===== src/rtl/sensor_sampler_ctrl.sv =====
// Periodic 4-channel sensor sequencer: triggers captures, packs 4x8-bit values into a FIFO, raises a fill-level irq.
// Optional capture timeout is compiled in when SENSOR_TIMEOUT_EN is defined.
`timescale 1ns/1ps
module sensor_sampler_ctrl #(
    parameter int DEPTH    = 16,
    parameter int PERIOD_W = 16,
    parameter int CNT_W    = 16,
    parameter int TO_CYC   = 15
) (
    input  logic                   clk,
    input  logic                   rst,
    input  logic                   cfg_en,
    input  logic [PERIOD_W-1:0]    cfg_period,
    input  logic [CNT_W-1:0]       cfg_num,
    input  logic [$clog2(DEPTH):0] cfg_thresh,
    input  logic                   err_clr,
    output logic                   sensor_en,
    input  logic                   sensor_ready,
    input  logic [7:0]             sensor_out_0,
    input  logic [7:0]             sensor_out_1,
    input  logic [7:0]             sensor_out_2,
    input  logic [7:0]             sensor_out_3,
    input  logic                   rd_en,
    output logic [31:0]            rd_data,
    output logic                   fifo_empty,
    output logic                   fifo_full,
    output logic [$clog2(DEPTH):0] fifo_count,
    output logic                   busy,
    output logic                   done,
    output logic                   irq,
    output logic                   overflow,
    output logic                   timeout_err
);
    localparam int AW = $clog2(DEPTH);
    localparam int CW = AW + 1;

    if (DEPTH < 2 || (DEPTH & (DEPTH - 1)) != 0 || TO_CYC < 1) begin : g_param_check
        $error("sensor_sampler_ctrl: DEPTH must be a power of two >= 2 and TO_CYC >= 1");
    end

    typedef enum logic [1:0] {IDLE, TRIG, CAPT, WAIT} state_t;

    state_t              state;
    logic [PERIOD_W-1:0] period_q;
    logic [PERIOD_W-1:0] wait_cnt;
    logic [CNT_W-1:0]    num_q;
    logic [CNT_W-1:0]    sample_cnt;
    logic [CNT_W-1:0]    sample_nxt;

    logic [31:0]   mem [DEPTH];
    logic [AW-1:0] wr_ptr;
    logic [AW-1:0] rd_ptr;
    logic [CW-1:0] count;
    logic [CW-1:0] count_next;
    logic [31:0]   word;
    logic          push;
    logic          pop;
    logic          push_ok;
    logic          drop;
    logic          to_fire;

    assign word       = {sensor_out_3, sensor_out_2, sensor_out_1, sensor_out_0};
    assign push       = (state == CAPT) && sensor_ready;
    assign pop        = rd_en && (count != '0);
    // A pop in the same cycle frees the slot, so a push at full still lands.
    assign push_ok    = push && ((count != CW'(DEPTH)) || pop);
    assign drop       = push && !push_ok;
    assign count_next = count + CW'(push_ok) - CW'(pop);
    assign sample_nxt = sample_cnt + CNT_W'(1);

    assign fifo_count = count;
    assign fifo_empty = (count == '0);
    assign fifo_full  = (count == CW'(DEPTH));
    assign rd_data    = fifo_empty ? 32'h0 : mem[rd_ptr];
    assign busy       = (state != IDLE);

`ifdef SENSOR_TIMEOUT_EN
    localparam int TW = $clog2(TO_CYC + 1);
    logic [TW-1:0] to_cnt;

    // Ready on the last allowed cycle still wins over the timeout.
    assign to_fire = (state == CAPT) && !sensor_ready && (to_cnt == TW'(TO_CYC - 1));

    always_ff @(posedge clk) begin
        if (rst || state != CAPT) to_cnt <= '0;
        else                      to_cnt <= to_cnt + TW'(1);
    end

    always_ff @(posedge clk) begin
        if (rst)          timeout_err <= 1'b0;
        else if (to_fire) timeout_err <= 1'b1;
        else if (err_clr) timeout_err <= 1'b0;
    end
`else
    assign to_fire     = 1'b0;
    assign timeout_err = 1'b0;
`endif

    // NOTE: sequential state uses non-blocking assignments so every register samples pre-edge values.
    always_ff @(posedge clk) begin
        if (rst) begin
            state      <= IDLE;
            sensor_en  <= 1'b0;
            done       <= 1'b0;
            period_q   <= '0;
            num_q      <= '0;
            sample_cnt <= '0;
            wait_cnt   <= '0;
        end else begin
            sensor_en <= 1'b0;
            done      <= 1'b0;
            case (state)
                IDLE: if (cfg_en) begin
                    state      <= TRIG;
                    sensor_en  <= 1'b1;
                    sample_cnt <= '0;
                    period_q   <= cfg_period;
                    num_q      <= cfg_num;
                end
                TRIG: state <= CAPT;
                CAPT: if (push) begin
                    sample_cnt <= sample_nxt;
                    if (num_q != '0 && sample_nxt == num_q) begin
                        done  <= 1'b1;
                        state <= IDLE;
                    end else if (!cfg_en) begin
                        state <= IDLE;
                    end else begin
                        state    <= WAIT;
                        wait_cnt <= period_q;
                    end
                end else if (to_fire) begin
                    if (!cfg_en) begin
                        state <= IDLE;
                    end else begin
                        state    <= WAIT;
                        wait_cnt <= period_q;
                    end
                end
                WAIT: if (!cfg_en) begin
                    state <= IDLE;
                end else if (wait_cnt == '0) begin
                    state     <= TRIG;
                    sensor_en <= 1'b1;
                end else begin
                    wait_cnt <= wait_cnt - PERIOD_W'(1);
                end
                default: state <= IDLE;
            endcase
        end
    end

    always_ff @(posedge clk) begin
        if (rst) begin
            wr_ptr   <= '0;
            rd_ptr   <= '0;
            count    <= '0;
            irq      <= 1'b0;
            overflow <= 1'b0;
        end else begin
            if (push_ok) wr_ptr <= wr_ptr + AW'(1);
            if (pop)     rd_ptr <= rd_ptr + AW'(1);
            count <= count_next;
            irq   <= (cfg_thresh != '0) && (count_next >= cfg_thresh);
            if (drop)         overflow <= 1'b1;
            else if (err_clr) overflow <= 1'b0;
        end
    end

    // NOTE: storage is deliberately not reset; the reset pointers and count make old words unreachable.
    always_ff @(posedge clk) begin
        if (push_ok) mem[wr_ptr] <= word;
    end
endmodule


===== config.mk =====
export PLATFORM = sky130hd
export DESIGN_NAME = sensor_sampler_ctrl
export DESIGN_NICKNAME = d
export VERILOG_FILES = /design/src/rtl/sensor_sampler_ctrl.sv
export SDC_FILE = /design/constraint.sdc
export NUM_CORES = 1
export LEC_CHECK = 0
export CAP_MARGIN = 20
export CORE_ASPECT_RATIO = 2
export CORE_UTILIZATION = 62
export CTS_BUF_LIST = sky130_fd_sc_hd__clkbuf_16
export CTS_CLUSTER_DIAMETER = 40
export DETAILED_ROUTE_END_ITERATION = 12
export HOLD_SLACK_MARGIN = 0.08
export PLACE_DENSITY = 0.85
export SLEW_MARGIN = 20
export SYNTH_ARGS = -nofsm -noshare
export SYNTH_HDL_FRONTEND = slang
export SYNTH_SLANG_ARGS = --single-unit
export TNS_END_PERCENT = 20

===== constraint.sdc =====
create_clock -name clk -period 10.7 [get_ports clk]
set_clock_uncertainty 0.05 [all_clocks]
set_input_delay 2.14 -clock clk [delete_from_list [all_inputs] [get_ports clk]]
set_output_delay 2.14 -clock clk [all_outputs]
set_load 0.02 [all_outputs]

==> insert_results.sql, run 1 <==
INSERT INTO impl_metrics (metric_group, metric, value, unit) VALUES
('status', 'outcome', 'finished clean', ''),
('min_path', 'worstHoldEndpoint', 'period_q[1]', ''),
('timing', 'relSlewSlack', '0.258', ''),
('critical_path', 'crit-reg2reg-capture', 'irq', ''),
('critical_path', 'timing.critical_path.mode_cell', 'sky130_fd_sc_hd__mux4_2', ''),
('cells_and_area', 'nNetsFinal', '1582', ''),
('timing', 'timing.final.setup_violations', '0', ''),
('power_and_ir_drop', 'irDropWorstVdd', '0.000213', 'V'),
('critical_path', 'crit_path_start_kind', 'register', ''),
('floorplan', 'die_height', '281', 'um'),
('timing', 'period_share', '0.601', ''),
('clocking', 'cts-root-buf', 'sky130_fd_sc_hd__clkbuf_16', ''),
('clocking', 'cts_htree_levels', '2', ''),
('critical_path', 'critical_path.reg2reg.startpoint', 'fifo_count[3]', ''),
('clocking', 'worstSkewPairLatency', '590', 'ps'),
('synthesis', 'synth_flop_cell', 'sky130_fd_sc_hd__edfxtp_1', ''),
('power_and_ir_drop', 'post-layout-total-power', '5.89', 'mW'),
('synthesis', 'synth.most_common_cell', 'sky130_fd_sc_hd__edfxtp_1', ''),
('route', 'drc_markers', '0', ''),
('synthesis', 'postSynthCellCount', '1359', ''),
('cells_and_area', 'final_util', '0.727', ''),
('floorplan', 'die_w', '141', 'um'),
('route', 'detail_route.wl_per_cell', '26.9', 'um'),
('critical_path', 'worst_r2r_path_depth', '16', ''),
('power_and_ir_drop', 'power.internal', '4.31', 'mW'),
('floorplan', 'die-area', '39600', 'sq um'),
('clocking', 'cts_hold_buffers', '0', ''),
('route', 'met3_length', '4300', 'um'),
('flow_run', 'max_cap_viol_count', '0', ''),
('timing', 'max_slew_violation_count', '0', ''),
('power_and_ir_drop', 'switching_fraction', '0.268', ''),
('critical_path', 'crit_slowest_cell', 'sky130_fd_sc_hd__dfxtp_4', ''),
('critical_path', 'required', '8510', 'ps'),
('route', 'route.vias.total', '13126', ''),
('timing', 'timing.final.hold_violations', '0', ''),
('clocking', 'cts.path.max_buffers', '3', ''),
('floorplan', 'placement_rows', '101', ''),
('route', 'highest_layer', 'met4', ''),
('floorplan', 'num_io_pins', '120', ''),
('synthesis', 'netlist-cell-type-count', '60', ''),
('grt', 'global_route_wire_length_before_repair', '82400', 'um'),
('placement', 'buffer_ports.inserted', '118', ''),
('floorplan', 'initial_core_util', '0.632', ''),
('critical_path', 'critPathMaxStageDelay', '900', 'ps'),
('placement', 'dp_slack', '4770', 'ps'),
('timing', 'peak_clock_frequency_supported_by_timing', '156', 'MHz'),
('clocking', 'tritoncts_clock_tree', 'built', ''),
('cells_and_area', 'final_layout_size_suffix_gt1_frac', '0.194', ''),
('route', 'wl_met2', '29600', 'um'),
('placement', 'dp_hpwl', '29700', 'um'),
('synthesis', 'synthArstFlopShare', '0', ''),
('route', 'drt-total-wl', '54900', 'um'),
('clocking', 'clock-sinks', '599', ''),
('clocking', 'cts.repair_timing.setup_buffer_count', '0', ''),
('synthesis', 'synth.top_cells.by_area', 'sky130_fd_sc_hd__edfxtp_1 (64%), sky130_fd_sc_hd__mux4_2 (15%), sky130_fd_sc_hd__dfxtp_1 (7.2%)', ''),
('critical_path', 'crit_path_max_fanout', '46', ''),
('synthesis', 'synth_seq_area_share', '0.712', ''),
('route', 'detail-route-antenna-nets', '0', ''),
('grt', 'track_usage', '0.290', ''),
('clocking', 'ctsResizeCount', '0', ''),
('power_and_ir_drop', 'power.density', '213', 'nW/um^2'),
('grt', 'via_count_of_the_first_global_routing_pass', '13640', ''),
('grt', 'largest_net_degree_at_the_start_of_global_routing', '76', ''),
('grt', 'initial_antenna_violation_count', '2', ''),
('critical_path', 'crit_arrival', '4240', 'ps'),
('route', 'vias_per_cell', '6.42', ''),
('synthesis', 'yosysTopAreaCell', 'sky130_fd_sc_hd__edfxtp_1', ''),
('timing', 'final_period_minus_worst_setup_slack', '6430', 'ps'),
('synthesis', 'synth_enable_flop_cells', '512', ''),
('route', 'drt_pass_1_iters', '7', ''),
('min_path', 'timing.hold.worst.class', 'register to register', '');
## routing by layer
layer  vias up  GRT usage
met5         -          0
li1       5621          -
met3       155     0.0466
met4         0      0.152
met2       737      0.512
met1      6613      0.339
## how the worst max path moves through the flow
stage	endpoint	from	cells after the start	slack [ps]
2_1_floorplan	mem[3][0]	sensor_ready	4	5170
3_3_place_gp	rd_data[14]	register	5	4820
3_5_place_dp	rd_data[9]	register	5	4770
4_1_cts	rd_data[9]	register	5	4140
5_1_grt	rd_data[9]	register	5	3970
6_report	rd_data[9]	register	5	4270
## cell usage in the layout (no fill, tap or decap), drive strengths merged, types with 15 or more instances in the layout
master	count
dfxtp	87
nand3	18
and2	36
inv	37
xnor2	18
xor2	15
mux4	160
edfxtp	512
clkinv	20
nor2	67
a21oi	66
clkdlybuf4s50	117
buf	26
ha	21
nor3	22
o21ai	26
nand2	118
clkbuf	53
## flip-flops by register name, indices dropped and copies added (netlist names), named ones only
name,flops
mem,512
num_q,16
period_q,16
sample_cnt,16
wait_cnt,16
fifo_count,5
rd_ptr,4
wr_ptr,4
state,2
done,1
irq,1
overflow,1
sensor_en,1
## stage by stage
| step | hold WS (ps) | cell area [sq um] | instances |
|---|---|---|---|
| finish | 411 | 27700 | 2044 |
| CTS | 411 | 27700 | 2042 |
| global placement | 392 | 25900 | 1945 |
| detailed placement | 401 | 25900 | 1946 |
| global route | 440 | 27700 | 2044 |
| floorplan | 382 | 24100 | 1359 |
## power groups by stage
| stage | sequential [mW] | clock, mW | combinational [mW] |
|---|---|---|---|
| 3_5_place_dp | 2.73 | 0 | 1.30 |
| 6_report | 2.67 | 1.92 | 1.29 |
| 4_1_cts | 2.68 | 1.95 | 1.31 |
| 2_1_floorplan | 2.66 | 0 | 0.920 |
| 3_3_place_gp | 2.73 | 0 | 1.26 |
| 5_1_grt | 2.69 | 2.04 | 1.39 |
## worst max-delay path: cells and delay by family (launching register included)
family / cells / cell delay, ps
buffers and inverters: 2 / 1360
multiplexers: 2 / 1120
flip-flops: 1 / 900
AND/OR/NAND/NOR: 1 / 200
## layout make-up
type	instances	area, sq um	area share
clock inverters	43	438	0.0158
well taps	515	644	0.0233
flip-flops and latches	599	17100	0.619
clock buffers	53	1330	0.0479
repair buffers	143	1370	0.0496
multi-input cells	667	6680	0.241
inverters	22	82.6	0.00298
diodes	2	5.00	0.000181
## logic make-up (layout without fill, tap and decap cells)
group / Yosys count / in the layout / synth area share
other cells: 1 / 3 / 0.000156
mux: 168 / 168 / 0.153
xor+xnor: 33 / 33 / 0.0120
simple gates: 314 / 314 / 0.0622
fa+ha+maj: 22 / 22 / 0.0118
flops: 599 / 599 / 0.712
buf+inv: 93 / 261 / 0.0157
compound gates: 129 / 129 / 0.0333
No activity file was read; power rests on OpenSTA's default activity.
==> run 2, diff against run 1 <==
--- a/config.mk
+++ b/config.mk
@@ -7,12 +7,12 @@
 export LEC_CHECK = 0
 export CAP_MARGIN = 20
 export CORE_ASPECT_RATIO = 2
-export CORE_UTILIZATION = 62
+export CORE_UTILIZATION = 54
 export CTS_BUF_LIST = sky130_fd_sc_hd__clkbuf_16
 export CTS_CLUSTER_DIAMETER = 40
 export DETAILED_ROUTE_END_ITERATION = 12
 export HOLD_SLACK_MARGIN = 0.08
-export PLACE_DENSITY = 0.85
+export PLACE_DENSITY = 0.79
 export SLEW_MARGIN = 20
 export SYNTH_ARGS = -nofsm -noshare
 export SYNTH_HDL_FRONTEND = slang
==> constraint.sdc (replaced) <==
create_clock -name clk -period 5.5 [get_ports clk]
set_clock_uncertainty 0.05 [all_clocks]
set_input_delay 1.1 -clock clk [delete_from_list [all_inputs] [get_ports clk]]
set_output_delay 1.1 -clock clk [all_outputs]
set_load 0.02 [all_outputs]
==> insert_results.sql, run 2 (synthesis results as in run 1) <==
INSERT INTO impl_metrics (metric_group, metric, value, unit) VALUES
('status', 'outcome', 'finished clean', ''),
('power_and_ir_drop', 'power.density', '408', 'nW/um^2'),
('floorplan', 'initial_core_util', '0.546', ''),
('floorplan', 'placement_rows', '109', ''),
('floorplan', 'die-area', '45400', 'sq um'),
('critical_path', 'crit_path_start_kind', 'register', ''),
('grt', 'grt.met1_usage', '0.284', ''),
('cells_and_area', 'max_flop_register', 'mem', ''),
('grt', 'grt_util_met2', '0.459', ''),
('grt', 'via_count_of_the_first_global_routing_pass', '13411', ''),
('floorplan', 'num_io_pins', '120', ''),
('route', 'route.vias.total', '13027', ''),
('timing', 'timing.final.hold_violations', '0', ''),
('grt', 'initial_antenna_violation_count', '1', ''),
('route', 'drc_markers', '0', ''),
('critical_path', 'timing.critical_path.mode_cell', 'sky130_fd_sc_hd__mux4_2', ''),
('power_and_ir_drop', 'post-layout-total-power', '11.3', 'mW'),
('timing', 'final_period_minus_worst_setup_slack', '4780', 'ps'),
('cells_and_area', 'nNetsFinal', '1589', ''),
('floorplan', 'die_height', '300', 'um'),
('critical_path', 'worstSetupEndpointType', 'primary output', ''),
('timing', 'grt_setup_unrepaired', 'false', ''),
('clocking', 'clock-sinks', '599', ''),
('timing', 'relSlewSlack', '0.333', ''),
('timing', 'timing.setup.tns', '0', 'ps'),
('critical_path', 'crit_arrival', '3630', 'ps'),
('cells_and_area', 'syn2layout_area_growth', '15.5', '%'),
('critical_path', 'critical_path_class', 'register to primary output', ''),
('placement', 'dp_hpwl', '31000', 'um'),
('route', 'drt-total-wl', '55500', 'um'),
('critical_path', 'worst_r2r_path_depth', '16', ''),
('timing', 'peak_clock_frequency_supported_by_timing', '209', 'MHz'),
('clocking', 'tritoncts_clock_tree', 'built', ''),
('cells_and_area', 'most_common_library_cell_in_the_layout_ignoring_fill_and_taps', 'sky130_fd_sc_hd__edfxtp_1', ''),
('clocking', 'worstSkewPairLatency', '590', 'ps'),
('floorplan', 'core_area', '44100', 'sq um'),
('placement', 'place_congestion', '0.853', ''),
('route', 'drt_pass_1_iters', '5', ''),
('timing', 'period_share', '0.869', ''),
('clocking', 'cts_hold_buffers', '0', ''),
('clocking', 'cts_htree_levels', '2', ''),
('min_path', 'timing.hold.worst.class', 'register to register', ''),
('clocking', 'ctsResizeCount', '0', ''),
('route', 'drt_iter0_markers', '1171', ''),
('cells_and_area', 'largest_reg_flops', '512', ''),
('cells_and_area', 'final_cell_mix', 'sky130_fd_sc_hd__edfxtp_1 (512), sky130_fd_sc_hd__mux4_2 (160), sky130_fd_sc_hd__nand2_1 (117), sky130_fd_sc_hd__clkdlybuf4s50_1 (117), sky130_fd_sc_hd__dfxtp_1 (83)', ''),
('clocking', 'clock_transition_at_path_regs', '70', 'ps'),
('timing', 'timing.final.setup_violations', '0', ''),
('route', 'detail-route-antenna-nets', '0', ''),
('power_and_ir_drop', 'irDropWorstVdd', '0.000300', 'V'),
('min_path', 'cells_on_worst_hold_path', '2', ''),
('grt', 'track_usage', '0.252', ''),
('placement', 'buffer_ports.inserted', '118', ''),
('route', 'detail_route.wl_per_cell', '26.6', 'um'),
('timing', 'tightestPinTransition', '997', 'ps'),
('critical_path', 'required', '4350', 'ps'),
('timing', 'max_slew_violation_count', '0', ''),
('clocking', 'cts.path.max_buffers', '3', ''),
('clocking', 'cts-root-buf', 'sky130_fd_sc_hd__clkbuf_16', ''),
('grt', 'largest_net_degree_at_the_start_of_global_routing', '56', ''),
('critical_path', 'crit_chain', 'buf_4 -> mux4_2 -> mux4_2 -> and2_1 -> clkdlybuf4s50_1', ''),
('critical_path', 'critPathMaxStageDelay', '870', 'ps'),
('flow_run', 'max_cap_viol_count', '0', ''),
('power_and_ir_drop', 'pleak', '8.77', 'nW'),
('clocking', 'cts-buffers-inserted', '50', ''),
('critical_path', 'crit_slowest_cell', 'sky130_fd_sc_hd__dfxtp_4', ''),
('grt', 'globalRoute.busiestLayer', 'met2', ''),
('grt', 'global_route_wire_length_before_repair', '81700', 'um'),
('grt', 'grt.met3_usage', '0.0341', ''),
('critical_path', 'crit_path_max_fanout', '55', ''),
('clocking', 'cts.repair_timing.setup_buffer_count', '0', ''),
('route', 'vias_per_cell', '6.24', ''),
('grt', 'grt_residual_overflow', '0', ''),
('floorplan', 'die_w', '151', 'um'),
('cells_and_area', 'final_layout_size_suffix_gt1_frac', '0.199', '');
-- run 2: stage by stage --
stage / std cells / hold slack [ps] / instance area, sq um / utilization / setup WS, ps
after floorplan: 1359 / 382 / 24100 / - / 1010
after global placement: 1995 / 394 / 26100 / 0.593 / 1270
after detailed placement: 1995 / 403 / 26100 / 0.593 / 1240
after CTS: 2086 / 413 / 27800 / 0.630 / 736
after global routing: 2087 / 436 / 27800 / 0.630 / 673
final: 2087 / 409 / 27800 / 0.630 / 720
-- run 2: power by group --
part	switching, mW	internal, mW	total [mW]
registers	0.120	5.01	5.13
logic	1.33	1.34	2.67
clock network	1.64	1.90	3.54
total	3.09	8.25	11.3
-- run 2: cell type report --
class | instances | area (sq um)
Antenna cell | 1 | 2.50
Clock buffer | 51 | 1280
Clock inverter | 40 | 360
Fill cell | 2981 | 16300
Inverter | 22 | 82.6
Multi-Input combinational cell | 667 | 6680
Sequential cell | 599 | 17100
Tap cell | 555 | 694
Timing Repair Buffer | 152 | 1540
-- run 2: final timing paths --
path,startpoint,slack (ps),endpoint
min,period_q[3],410,period_q[3]
max,register,720,rd_data[13]
min reg2reg,period_q[3],410,period_q[3]
max reg2reg,fifo_count[2],2000,irq
-- run 2: per-layer routing --
| metal | vias up | share of wire |
|---|---|---|
| met5 | - | 0 |
| met4 | 0 | 0.046 |
| met3 | 150 | 0.063 |
| met2 | 572 | 0.55 |
| met1 | 6669 | 0.34 |
| li1 | 5636 | - |
-- run 2: worst max-delay path, delay by kind of cell (launching register included) --
family,cells,cell delay (ps)
flip-flops,1,870
buffers and inverters,2,980
multiplexers,2,880
AND/OR/NAND/NOR,1,230
==> edit 1, RTL diff (settings of run 1) <==
Re-encode `state_t` (4 states) as one-hot, 4 bits wide.
--- a/src/rtl/sensor_sampler_ctrl.sv
+++ b/src/rtl/sensor_sampler_ctrl.sv
@@ -39,5 +39,5 @@
     end
 
-    typedef enum logic [1:0] {IDLE, TRIG, CAPT, WAIT} state_t;
+    typedef enum logic [3:0] {IDLE = 4'b0001, TRIG = 4'b0010, CAPT = 4'b0100, WAIT = 4'b1000} state_t;
 
     state_t              state;
Check against the original RTL: no difference found for any inputs over 4 cycles, from zero or initial values and one cycle with rst high; so few cycles prove little.
==> edit 1 against run 1 <==
  * Fmax increased by 0.75%
  * Core utilization decreased by 0.81 points
  * Sequential cell count increased by 2
  * Power decreased by 3.3%
  * First-iteration DRC count decreased by 4.2%
  * Die area increased by 1.2%
  * Area after synthesis increased by 1.2%
  * Critical path depth unchanged
  * Largest cell class unchanged
  * Wire length increased by 2.7%
  * Design area increased by 0.52%
  * Worst setup slack improved by 48 ps
  * Highest routed layer unchanged
==> edit 1: results (changes against run 1) <==
[routing]
routed-wl-met2_um=30300  ; was 29,600 um
drtIter0Drc=1174  ; was 1,226
wl_per_cell_um=27.2  ; was 26.9 um
drt-pass1-iter-count=5  ; was 7
routed.top_layer=met4  ; unchanged
dr_wl_met3_um=4040  ; was 4300 um
vias=13475  ; was 13,126
m1WireLength_um=19500  ; was 18,500 um

[clocking]
clk_latency_ps=580
cts_resized=0  ; unchanged
cts_buffers=51  ; was 52
clk_pin_slew_ps=70  ; about the same
cts_max_level=2  ; unchanged
cts-root-buf=clkbuf_16  ; unchanged
post_cts_buffers=0  ; unchanged
clockBufferDepth=3  ; unchanged

[grt]
grtUsageMet3=0.0415  ; was 0.0466
grtUsageMet1=0.346  ; was 0.339
grtUsageTotal=0.291  ; was 0.290
grt_pass1_wl_um=84100  ; was 82,400 um
grt_pass1_vias=13803  ; was 13,640
antenna_found_initial=1  ; was 2
grtUsageMet2=0.514  ; was 0.512
grt_max_degree=92  ; was 76

[final_layout]
layout.nets=1600  ; was 1,582
largest_reg_flops=512  ; unchanged
final_layout_size_suffix_gt1_frac=0.205  ; was 0.194
largest-register=mem  ; unchanged

[synth]
ys_types=66  ; was 60
synthArstFlopShare=0  ; unchanged
synth_edf_count=512  ; unchanged
syn_nets=1486  ; was 1,456
synth_seq_area_share=0.705  ; was 0.712
yosysWarnings=0  ; unchanged
synth_common_cells=edfxtp_1, mux4_2, nand2_1  ; unchanged
synth_ff_type=edfxtp_1  ; unchanged
synth_area_leaders=edfxtp_1, mux4_2, dfxtp_1, nand2_1, a21oi_1  ; unchanged

[critical_path]
slowest_delay_ps=990  ; was 900 ps
critPathArrivalTime_ps=4190  ; was 4240 ps
worstPathMaxFanout=71  ; was 46
critPathTopFamily=buffers and inverters  ; unchanged
crit_slowest_cell=dfxtp_4  ; unchanged

[run_status]
outcome=complete, no violations  ; unchanged

[placement]
routabilityCongestion=0.906  ; about the same
port_buffers=118  ; unchanged
dp_slack_ps=4840  ; was 4770 ps
dp_hpwl_um=30700  ; was 29,700 um

[timing]
max_slew_margin=0.290  ; was 0.258
report.final.slew_viol_count=0  ; unchanged

[power]
power_leakage_nw=8.71  ; was 8.77 nW
ir_worst_vdd_v=0.000209  ; was 0.000213 V

[worst_hold_path]
hold_class=flop to flop  ; unchanged

## edit 1: cell count changes after synthesis, moves of 8 or more
cell     change
nor2b_1     +11
buf_2        +8
nand2_1     -12
a32o_1       -9
o21ai_0     +18
nor2_1      -16
## edit 1: final timing paths
| check | start | to | slack, ps | cells after the start |
|---|---|---|---|---|
| setup / recovery | flop | rd_data[25] | 4320 | 5 |
| hold / removal | period_q[1]$_SDFFE_PP0P_ | period_q[1]$_SDFFE_PP0P_ | 410 | 2 |
| setup reg to reg | fifo_count[3]$_SDFF_PP0_ | irq$_SDFF_PP0_ | 6740 | 16 |
| hold reg to reg | period_q[1]$_SDFFE_PP0P_ | period_q[1]$_SDFFE_PP0P_ | 410 | 2 |
## edit 1: area by class of cell
class	instances	area, um^2
sequential	601	17200
fill	2269	10900
multi-input combinational	694	6900
timing repair buffer	144	1380
clock buffer	52	1300
tap	520	651
clock inverter	44	365
inverter	15	56.3
antenna	1	2.50
## edit 1: metrics by stage
| stage | instance area (um^2) | std cells | util |
|---|---|---|---|
| after global placement | 26100 | 1974 | 0.676 |
| after floorplan | 24300 | 1393 | - |
| after CTS | 27800 | 2070 | 0.719 |
| after global routing | 27800 | 2071 | 0.719 |
| final | 27800 | 2071 | 0.719 |
| after detailed placement | 26100 | 1974 | 0.676 |
## edit 1: cells by family after synthesis
logic type | after synthesis | synth area share
xor+xnor | 27 | 0.0103
fa+ha+maj | 18 | 0.00956
simple gates | 315 | 0.0661
compound gates | 170 | 0.0431
buf+inv | 98 | 0.0168
other cells | 1 | 0.000154
mux | 163 | 0.149
flops | 601 | 0.705
## edit 1: report_power, final
part	switching, mW	internal [mW]
Sequential	0.0783	2.56
Clock	0.860	0.995
Combinational	0.561	0.636
==> edit 2, RTL diff (flow settings as in run 1) <==
Without the edit above. Add a define of `SENSOR_TIMEOUT_EN`.
--- a/src/rtl/sensor_sampler_ctrl.sv
+++ b/src/rtl/sensor_sampler_ctrl.sv
@@ -2,4 +2,6 @@
 // Optional capture timeout is compiled in when SENSOR_TIMEOUT_EN is defined.
 `timescale 1ns/1ps
+`define SENSOR_TIMEOUT_EN
+
 module sensor_sampler_ctrl #(
     parameter int DEPTH    = 16,
Function: same outputs for any inputs over 4 cycles, from zero or initial values and one cycle with rst high; that may be too few to reach the edited logic, so the function may still have changed.
==> edit 2 against run 1 <==
  * Synthesized cell count grew 0.37%
  * Power grew 1.9%
  * Sequential cell count grew 5
  * Worst setup slack gained 65 ps
  * Register-to-register slack gained 150 ps
  * Design area grew 0.43%
  * Via count grew 1.8%
  * Hold slack lost 1.6 ps
  * Largest power group unchanged
  * First-iteration DRC count grew 0.90%
  * Die area grew 0.85%
  * Wire length grew 2.0%
  * Global-route usage grew 0.18 points
  * Area after synthesis grew 0.86%
==> edit 2: results (changes against run 1) <==
[run_status]
outcome=complete, no violations  ; unchanged

[critical_path]
critPathArrivalTime_ps=4170  ; was 4240 ps
r2r_cells=15  ; was 16
r2r-start=state[0]$_SDFFE_PP0P_  ; was fifo_count[3]$_SDFF_PP0_

[worst_hold_path]
holdPathEnd=period_q[8]$_SDFFE_PP0P_  ; was period_q[1]$_SDFFE_PP0P_

[grt]
grtUsageMet2=0.517  ; was 0.512
antenna_found_initial=0  ; was 2
grt_pass1_wl_um=83600  ; was 82,400 um
grt_max_degree=74  ; was 76
grtUsageMet1=0.350  ; was 0.339

[placement]
dp_slack_ps=4860  ; was 4770 ps
dp_cells=1954  ; was 1,946
port_buffers=119  ; was 118
dp_hpwl_um=30700  ; was 29,700 um

[synth]
synth_seq_area_share=0.710  ; was 0.712
synth_area_leaders=edfxtp_1, mux4_2, dfxtp_1, nand2_1, ha_1  ; was edfxtp_1, mux4_2, dfxtp_1, nand2_1, a21oi_1
ys_types=70  ; was 60
postSynthAreaPerCell_um2=17.8  ; was 17.7 um^2
synth_compound_area_frac=0.0382  ; was 0.0333

[timing]
max_slew_margin=0.304  ; was 0.258
worst_slack_ps=4340  ; was 4270 ps

[final_layout]
antenna_cells=0  ; was 2
final_layout_size_suffix_gt1_frac=0.194  ; about the same

[routing]
vias=13360  ; was 13,126
wl_um=56000  ; was 54,900 um

==> edit 2: changes by cell type in the layout (fill, tap and decap cells not counted), moves of 5 or more <==
cell	delta
mux2i_1	-6
nor2_1	-6
o31ai_1	+14
dfxtp_1	+5
o211ai_1	+5
and2_1	-31
o311ai_1	+5
nor2b_1	+36
nand2_1	-20
a21oi_1	-12
and3_1	-5
clkinv_1	+6
a32o_1	-9
==> edit 2: routing by layer <==
metal | share of wire | vias to the layer above
li1 | - | 5645
met1 | 0.35 | 6848
met2 | 0.54 | 684
met3 | 0.066 | 183
met4 | 0.050 | 0
met5 | 0 | -
==> edit 2: cell families after synthesis <==
family,Yosys count
flip-flops,604
AND/OR/NAND/NOR,292
multiplexers,162
AO/OA/AOI/OAI,145
buffers and inverters,101
XOR/XNOR,36
adder cells (fa/ha/maj),24
==> edit 2: worst max-delay path: stages (launching register included) <==
cell and delay, ps:
dfxtp_4 1020, buf_4 760, mux4_2 440, mux4_2 510
nor2b_1 180, clkdlybuf4s50_1 580
==> edit 2: layout make-up <==
| type | instances | area [um^2] |
|---|---|---|
| clock buffer | 51 | 1280 |
| clock inverter | 42 | 399 |
| fill | 2250 | 10900 |
| inverter | 27 | 101 |
| multi-input combinational | 659 | 6760 |
| sequential | 604 | 17200 |
| tap | 520 | 651 |
| timing repair buffer | 144 | 1370 |
==> edit 2: power groups by stage <==
| stage | sequential, mW | combinational [mW] | clock [mW] |
|---|---|---|---|
| after CTS | 2.72 | 1.41 | 1.90 |
| after floorplan | 2.71 | 0.993 | 0 |
| after detailed placement | 2.77 | 1.40 | 0 |
| after global routing | 2.73 | 1.50 | 1.99 |
| final | 2.72 | 1.40 | 1.88 |
| after global placement | 2.77 | 1.36 | 0 |
